$ cat config.mk
export PLATFORM = sky130hd
export DESIGN_NAME = instruction_fetch
export DESIGN_NICKNAME = d
export VERILOG_FILES = /design/src/rtl/instruction_fetch.sv
export SDC_FILE = /design/constraint.sdc
export NUM_CORES = 1
export LEC_CHECK = 0
export CAP_MARGIN = 20
export CORE_UTILIZATION = 39
export CTS_CLUSTER_SIZE = 20
export DETAILED_ROUTE_END_ITERATION = 16
export PLACE_DENSITY_LB_ADDON = 0.25
export SLEW_MARGIN = 20
export SYNTH_ARGS = -nofsm -noshare
export SYNTH_HDL_FRONTEND = slang
export SYNTH_SLANG_ARGS = --single-unit
$ cat constraint.sdc
create_clock -name clk -period 2.4 [get_ports clk]
set_clock_uncertainty 0.1 [all_clocks]
set_input_delay 0.6 -clock clk [delete_from_list [all_inputs] [get_ports clk]]
set_output_delay 0.6 -clock clk [all_outputs]
set_load 0.01 [all_outputs]
$ cat src/rtl/instruction_fetch.sv
// Instruction fetch stage with IF/ID pipeline register.
// Redirect beats halt beats stall; HALT is left only through reset.
module instruction_fetch #(
   parameter logic [31:0] RESET_PC  = 32'h0000_0000,
   parameter logic [31:0] NOP_INSTR = 32'h0000_0013
) (
   input  logic        clk,
   input  logic        reset,
   output logic [31:0] imemAddr,
   input  logic [31:0] imemData,
   input  logic        stall,
   input  logic        branchTaken,
   input  logic [31:0] branchTarget,
   input  logic        halt,
   output logic [31:0] pc,
   output logic [31:0] ifidInstr,
   output logic [31:0] ifidPC,
   output logic        ifidValid,
   output logic [6:0]  opCode,
   output logic [2:0]  funct3,
   output logic [6:0]  funct7,
   output logic [4:0]  rs1,
   output logic [4:0]  rs2,
   output logic [4:0]  rd,
   output logic        halted,
   output logic [31:0] fetchCount
);

   typedef enum logic {RUN, HALT} state_t;

   state_t      state_q, state_d;
   logic [31:0] pc_q, pc_d;
   logic [31:0] instr_q, instr_d;
   logic [31:0] ifid_pc_q, ifid_pc_d;
   logic        valid_q, valid_d;
   logic [31:0] count_q, count_d;

   always_comb begin
      state_d   = state_q;
      pc_d      = pc_q;
      instr_d   = instr_q;
      ifid_pc_d = ifid_pc_q;
      valid_d   = valid_q;
      count_d   = count_q;
      if (state_q == RUN) begin
         if (branchTaken) begin
            pc_d      = {branchTarget[31:2], 2'b00};
            instr_d   = NOP_INSTR;
            ifid_pc_d = '0;
            valid_d   = 1'b0;
         end else if (halt && valid_q) begin
            // a halt decoded from a bubble is never honoured
            state_d   = HALT;
            instr_d   = NOP_INSTR;
            ifid_pc_d = '0;
            valid_d   = 1'b0;
         end else if (!stall) begin
            instr_d   = imemData;
            ifid_pc_d = pc_q;
            valid_d   = 1'b1;
            pc_d      = pc_q + 32'd4;
            count_d   = (count_q == '1) ? count_q : count_q + 32'd1;
         end
      end
   end

   always_ff @(posedge clk) begin
      if (!reset) begin
         state_q   <= RUN;
         pc_q      <= RESET_PC;
         instr_q   <= NOP_INSTR;
         ifid_pc_q <= '0;
         valid_q   <= 1'b0;
         count_q   <= '0;
      end else begin
         state_q   <= state_d;
         pc_q      <= pc_d;
         instr_q   <= instr_d;
         ifid_pc_q <= ifid_pc_d;
         valid_q   <= valid_d;
         count_q   <= count_d;
      end
   end

   assign pc         = pc_q;
   assign imemAddr   = pc_q;
   assign ifidInstr  = instr_q;
   assign ifidPC     = ifid_pc_q;
   assign ifidValid  = valid_q;
   assign halted     = (state_q == HALT);
   assign fetchCount = count_q;

   assign opCode = instr_q[6:0];
   assign funct3 = instr_q[14:12];
   assign funct7 = instr_q[31:25];
   assign rs1    = instr_q[19:15];
   assign rs2    = instr_q[24:20];
   assign rd     = instr_q[11:7];

endmodule

==> impl_metrics.yaml, run 1 <==
power_and_ir_drop:
  peakVddDrop_mv: 0.468
  power_density_mw_per_mm2: 596
  p_leak_nw: 3.30
setup_path:
  cp-start-kind: "primary input"
  path_max_fanout: 11
  crit_arrival_ns: 2.54
  worstSetupPathType: "in -> reg"
  rrSetupSlack_ns: 0.25
  startpoint: "halt"
  endpoint: "fetchCount[13]"
  end_kind: "flop"
  r2r-end: "imemAddr[31]"
  r2r-start: "imemAddr[12]"
  ff2ff_path_depth: 7
  required_ns: 2.64
placed_design:
  dp_slack_ns: -0.360
  hpwl_um: 13300
  io_buffers: 256
  place_congestion: 0.850
detailed_routing:
  drcViolationCount: 0
  drtIter0Drc: 434
  vias_per_cell: 5.25
  num_vias: 6212
  wirelength_um: 18900
  firstDrtPassIters: 5
  drtAntennaViolNets: 0
  wire_per_inst_um: 16.0
run_status:
  outcome: "finished, final reports clean"
timing:
  tns_ns: 0
  setup_slack_ns: 0.102
  rsz0062_at_grt: "no"
  report.final.slew_viol_count: 0
  finalHoldViolCount: 0
  period_share: 0.957
  worst_slew_pin_slew_ns: 0.558
  relSlewSlack: 0.624
  holdWs_ns: 0.360
  setup_violations: 0
  max_freq_mhz: 435
  period_minus_slack_ns: 2.30
min_path:
  holdPathStages: 2
  hold_path_class: "reg -> reg"
logic_synthesis:
  synth_edf_count: 0
  synth_seq_area_share: 0.416
  synth_seq_cells: 127
  yosys_warnings: 0
  synthFlopType: "dfxtp_1"
  yosys.cell_types.count: 56
  synth_cells: 735
  synthArstFlopShare: 0
  avgSynthCellArea_sq_um: 8.32
  syn-cell-area_sq_mm: 0.00612
global_routing:
  met2_usage: 0.378
  grt_pass1_wl_um: 29900
  gr-usage-all-layers: 0.234
  grt_max_degree: 64
  top_usage_layer: "met2"
  antenna_found_initial: 0
  overflow: 0
  gr-usage-met1: 0.309
  use_met3: 0.0532
  grt_pass1_vias: 5732
clock_network:
  clkTransAtPathRegs_ns: 0.06
  cts-root-buf: "clkbuf_16"
  post_cts_buffers: 0
  cts_buffers: 17
  clkLatencyLatePin_ns: 0.41
  cts.repair.resized: 0
  cts_max_level: 4
  clk_path_buf_depth: 2
  cts_tree: "built"
  holdBufCountCts: 0
  cts_num_sinks: 127
floorplanning:
  initial_core_util: 0.401
  core_sq_mm: 0.0153
  num_rows: 45
  io_pins: 263
  dieArea_sq_mm: 0.0162
  die_h_um: 127
  die_w_um: 127
layout:
  area_delta_synth_final_pct: 52.6
  layout_commonest_cell: "clkdlybuf4s50_1"
  fin_nets: 1030
  final_cell_mix: "255 x clkdlybuf4s50_1, 127 x dfxtp_1, 89 x nor2_1"
  diodes: 0
  drive_above_1_share: 0.104
job:
  maxCapViolations: 0
==> how the worst min path moves through the flow <==
stage | start | to | slack (ns)
finish | ifidPC[26] | ifidPC[26] | 0.36
global route | ifidPC[26] | ifidPC[26] | 0.38
CTS | ifidPC[26] | ifidPC[26] | 0.36
detailed placement | ifidPC[26] | ifidPC[26] | 0.35
global placement | ifidPC[26] | ifidPC[26] | 0.34
floorplan | ifidPC[26] | ifidPC[26] | 0.38
==> where the power goes <==
group	leakage, nW	internal, mW	switching (mW)	total [mW]
sequential	1.03	2.18	0.0785	2.26
combinational	2.00	0.446	0.374	0.821
clock	0.273	1.55	0.939	2.48
==> logic make-up (layout without fill, tap and decap cells) <==
| group | Yosys count | after routing | share of synthesized area |
|---|---|---|---|
| XOR/XNOR | 11 | 11 | 0.0157 |
| flip-flops | 127 | 127 | 0.416 |
| AO/OA/AOI/OAI | 195 | 195 | 0.215 |
| buffers and inverters | 122 | 356 | 0.118 |
| adder cells (fa/ha/maj) | 2 | 2 | 0.00409 |
| multiplexers | 8 | 8 | 0.0131 |
| AND/OR/NAND/NOR | 269 | 269 | 0.218 |
| other | 1 | 4 | 0.000613 |
==> critical path, stage by stage <==
cell and delay (ns):
clkdlybuf4s50_1 0.47, a2111oi_4 0.39, and4_4 0.31, o211ai_4 0.13
buf_4 0.19, or3_1 0.30, a21oi_1 0.15
==> routing by layer <==
metal	vias up	wire length [um]	part of all wire
met5	-	0	0
li1	3070	-	-
met4	0	261	0.014
met2	236	8800	0.47
met1	2887	8650	0.46
met3	19	1170	0.062
==> cell type report <==
| class | count | area, sq um |
|---|---|---|
| Fill cell | 1338 | 5920 |
| Clock inverter | 11 | 116 |
| Multi-Input combinational cell | 489 | 2870 |
| Clock buffer | 21 | 450 |
| Sequential cell | 127 | 2540 |
| Inverter | 6 | 23.8 |
| Tap cell | 211 | 264 |
| Timing Repair Buffer | 318 | 3070 |
==> synthesized netlist by cell type, types with 4 or more instances <==
master	count	area, sq um
a22oi_1	62	465
buf_4	67	503
nor3_1	12	60.1
xnor2_1	10	87.6
and3_1	9	56.3
or4_1	6	45.0
inv_1	6	22.5
a211oi_1	11	82.6
dfxtp_1	127	2540
a21oi_1	38	190
nand3_1	35	175
nand4_1	17	106
o31ai_1	6	45.0
mux2i_1	8	80.1
nand2b_1	6	37.5
o21ai_0	38	190
a31oi_1	9	56.3
nor4_1	6	37.5
nor2_1	89	334
or3_1	20	125
clkbuf_1	43	161
o22ai_1	4	25.0
nand2_1	47	176
and4_1	12	105
==> flip-flops by register name, summed over array words and instances, names as in the netlist <==
register and count:
ifidInstr 32, fetchCount 32, halted 1, ifidPC 31, ifidValid 1, imemAddr 30
==> per-stage QoR <==
step | utilization | std cells | instance area [sq um] | total power, mW
floorplan | - | 738 | 6130 | 2.68
CTS | 0.612 | 1183 | 9340 | 5.62
detailed placement | 0.575 | 1151 | 8770 | 3.12
global route | 0.612 | 1183 | 9340 | 5.78
global placement | 0.575 | 1151 | 8770 | 3.11
finish | 0.612 | 1183 | 9340 | 5.56
Power figures use the tool's default switching activity.
==> run 2: changes to the inputs <==
--- a/config.mk
+++ b/config.mk
@@ -5,8 +5,8 @@
 export SDC_FILE = /design/constraint.sdc
 export NUM_CORES = 1
 export LEC_CHECK = 0
-export CAP_MARGIN = 20
 export CORE_UTILIZATION = 39
+export CTS_BUF_LIST = sky130_fd_sc_hd__clkbuf_16
 export CTS_CLUSTER_SIZE = 20
 export DETAILED_ROUTE_END_ITERATION = 16
 export PLACE_DENSITY_LB_ADDON = 0.25
==> impl_metrics.yaml, run 2 (synthesis results as in run 1) <==
clock_network:
  cts_tree: "built"
  clkTransAtPathRegs_ns: 0.06
  cts-root-buf: "clkbuf_16"
  cts_buffers: 17
  holdBufCountCts: 0
  clk_path_buf_depth: 2
  cts_num_sinks: 127
  post_cts_buffers: 0
  cts.repair.resized: 0
  clkLatencyLatePin_ns: 0.41
  cts_max_level: 4
job:
  maxCapViolations: 0
layout:
  diodes: 0
  final_cell_mix: "255 x clkdlybuf4s50_1, 127 x dfxtp_1, 89 x nor2_1"
  fillers: 1339
  fin_nets: 1030
  area_delta_synth_final_pct: 52.5
  multiInputGateArea_sq_mm: 0.00287
  seqCellArea_sq_mm: 0.00254
  layout_commonest_cell: "clkdlybuf4s50_1"
  drive_above_1_share: 0.103
  utilization: 0.611
  final_cells: 1183
timing:
  report.final.slew_viol_count: 0
  worst_slew_pin_slew_ns: 0.529
  max_freq_mhz: 435
  rsz0062_at_grt: "no"
  relSlewSlack: 0.644
  period_share: 0.957
  finalHoldViolCount: 0
  setup_violations: 0
  period_minus_slack_ns: 2.30
  holdWs_ns: 0.360
  tns_ns: 0
detailed_routing:
  drcViolationCount: 0
  wirelength_um: 19000
  wire_per_inst_um: 16.0
  vias_per_cell: 5.28
  firstDrtPassIters: 5
  num_vias: 6246
  drtIter0Drc: 422
  wl_met3_um: 1140
  drtAntennaViolNets: 0
  route.top_layer_used: "met4"
  route.met2.wl_um: 8860
  wl_met1_um: 8700
global_routing:
  antenna_found_initial: 0
  overflow: 0
  grt_max_degree: 64
  gr-usage-all-layers: 0.234
  grt_pass1_vias: 5731
  grt_pass1_wl_um: 29900
placed_design:
  dp_cells: 1151
  hpwl_um: 13300
  place_congestion: 0.850
  io_buffers: 256
floorplanning:
  core_sq_mm: 0.0153
  dieArea_sq_mm: 0.0162
  io_pins: 263
  die_h_um: 127
  die_w_um: 127
  num_rows: 45
  initial_core_util: 0.401
setup_path:
  critical_path.cell_chain: "clkdlybuf4s50_1, a2111oi_4, and4_4, o211ai_4, buf_4, or3_1, a21oi_1"
  endpoint: "fetchCount[13]"
  end_kind: "flop"
  cp.depth: 7
  r2r-end: "imemAddr[31]"
  required_ns: 2.65
  worstSetupPathType: "in -> reg"
  cp-start-kind: "primary input"
  rrSetupSlack_ns: 0.23
  cp_slowest_cell: "clkdlybuf4s50_1"
  startpoint: "halt"
  r2r-start: "imemAddr[12]"
  cp_top_family: "compound AO/OA/AOI/OAI gates"
  ff2ff_path_depth: 7
  path_buf_inv: 2
  path_max_fanout: 11
  critPathMaxStageDelay_ns: 0.47
  crit_arrival_ns: 2.54
power_and_ir_drop:
  p_leak_nw: 3.31
  power_density_mw_per_mm2: 592
  peakVddDrop_mv: 0.469
  finalPower_mw: 5.52
run_status:
  outcome: "finished, final reports clean"
min_path:
  hold_path_class: "reg -> reg"
  holdPathStages: 2
[run 2: power by group]
group          switching [mW]  leakage (nW)  internal (mW)  total, mW
Sequential             0.0788          1.03           2.18       2.26
Combinational           0.375          2.00          0.446      0.821
Clock                   0.944         0.279           1.50       2.44
Total                    1.40          3.31           4.12       5.52
[run 2: area by class of cell]
| cell class | instances | share of cell area |
|---|---|---|
| repair buffers | 318 | 0.329 |
| multi-input cells | 489 | 0.307 |
| flip-flops and latches | 127 | 0.273 |
| clock buffers | 17 | 0.0456 |
| well taps | 211 | 0.0283 |
| clock inverters | 15 | 0.0141 |
| inverters | 6 | 0.00255 |
[run 2: stage by stage]
step,worst slack (ns),cell area [sq um]
floorplan,0.0457,6130
global placement,-0.326,8770
detailed placement,-0.360,8770
CTS,0.0676,9330
global route,0.00429,9330
finish,0.103,9330
[run 2: routing by layer]
layer | up-vias | track usage
met4 | 0 | 0.0763
met1 | 2931 | 0.309
met5 | - | 0
met2 | 224 | 0.377
met3 | 22 | 0.0532
li1 | 3069 | -
[run 2: how the worst min path moves through the flow]
| stage | startpoint | to | slack (ns) |
|---|---|---|---|
| global route | ifidPC[26] | ifidPC[26] | 0.38 |
| CTS | ifidPC[26] | ifidPC[26] | 0.36 |
| global placement | ifidPC[26] | ifidPC[26] | 0.34 |
| finish | ifidPC[26] | ifidPC[26] | 0.36 |
| detailed placement | ifidPC[26] | ifidPC[26] | 0.35 |
| floorplan | ifidPC[26] | ifidPC[26] | 0.38 |
[run 2: tightest hold or removal path, cell delays in order (launching register included)]
cell	delay [ns]
dfxtp_1	0.30
nand2_1	0.05
a21oi_1	0.05
==> run 3: changes to the inputs <==
--- a/config.mk
+++ b/config.mk
@@ -5,6 +5,7 @@
 export SDC_FILE = /design/constraint.sdc
 export NUM_CORES = 1
 export LEC_CHECK = 0
+export ABC_CLOCK_PERIOD_IN_PS = 2400
 export CORE_UTILIZATION = 39
 export CTS_BUF_LIST = sky130_fd_sc_hd__clkbuf_16
 export CTS_CLUSTER_SIZE = 20
==> results of run 3 <==
The final DEF is identical to that of run 2; final timing and power are the same.
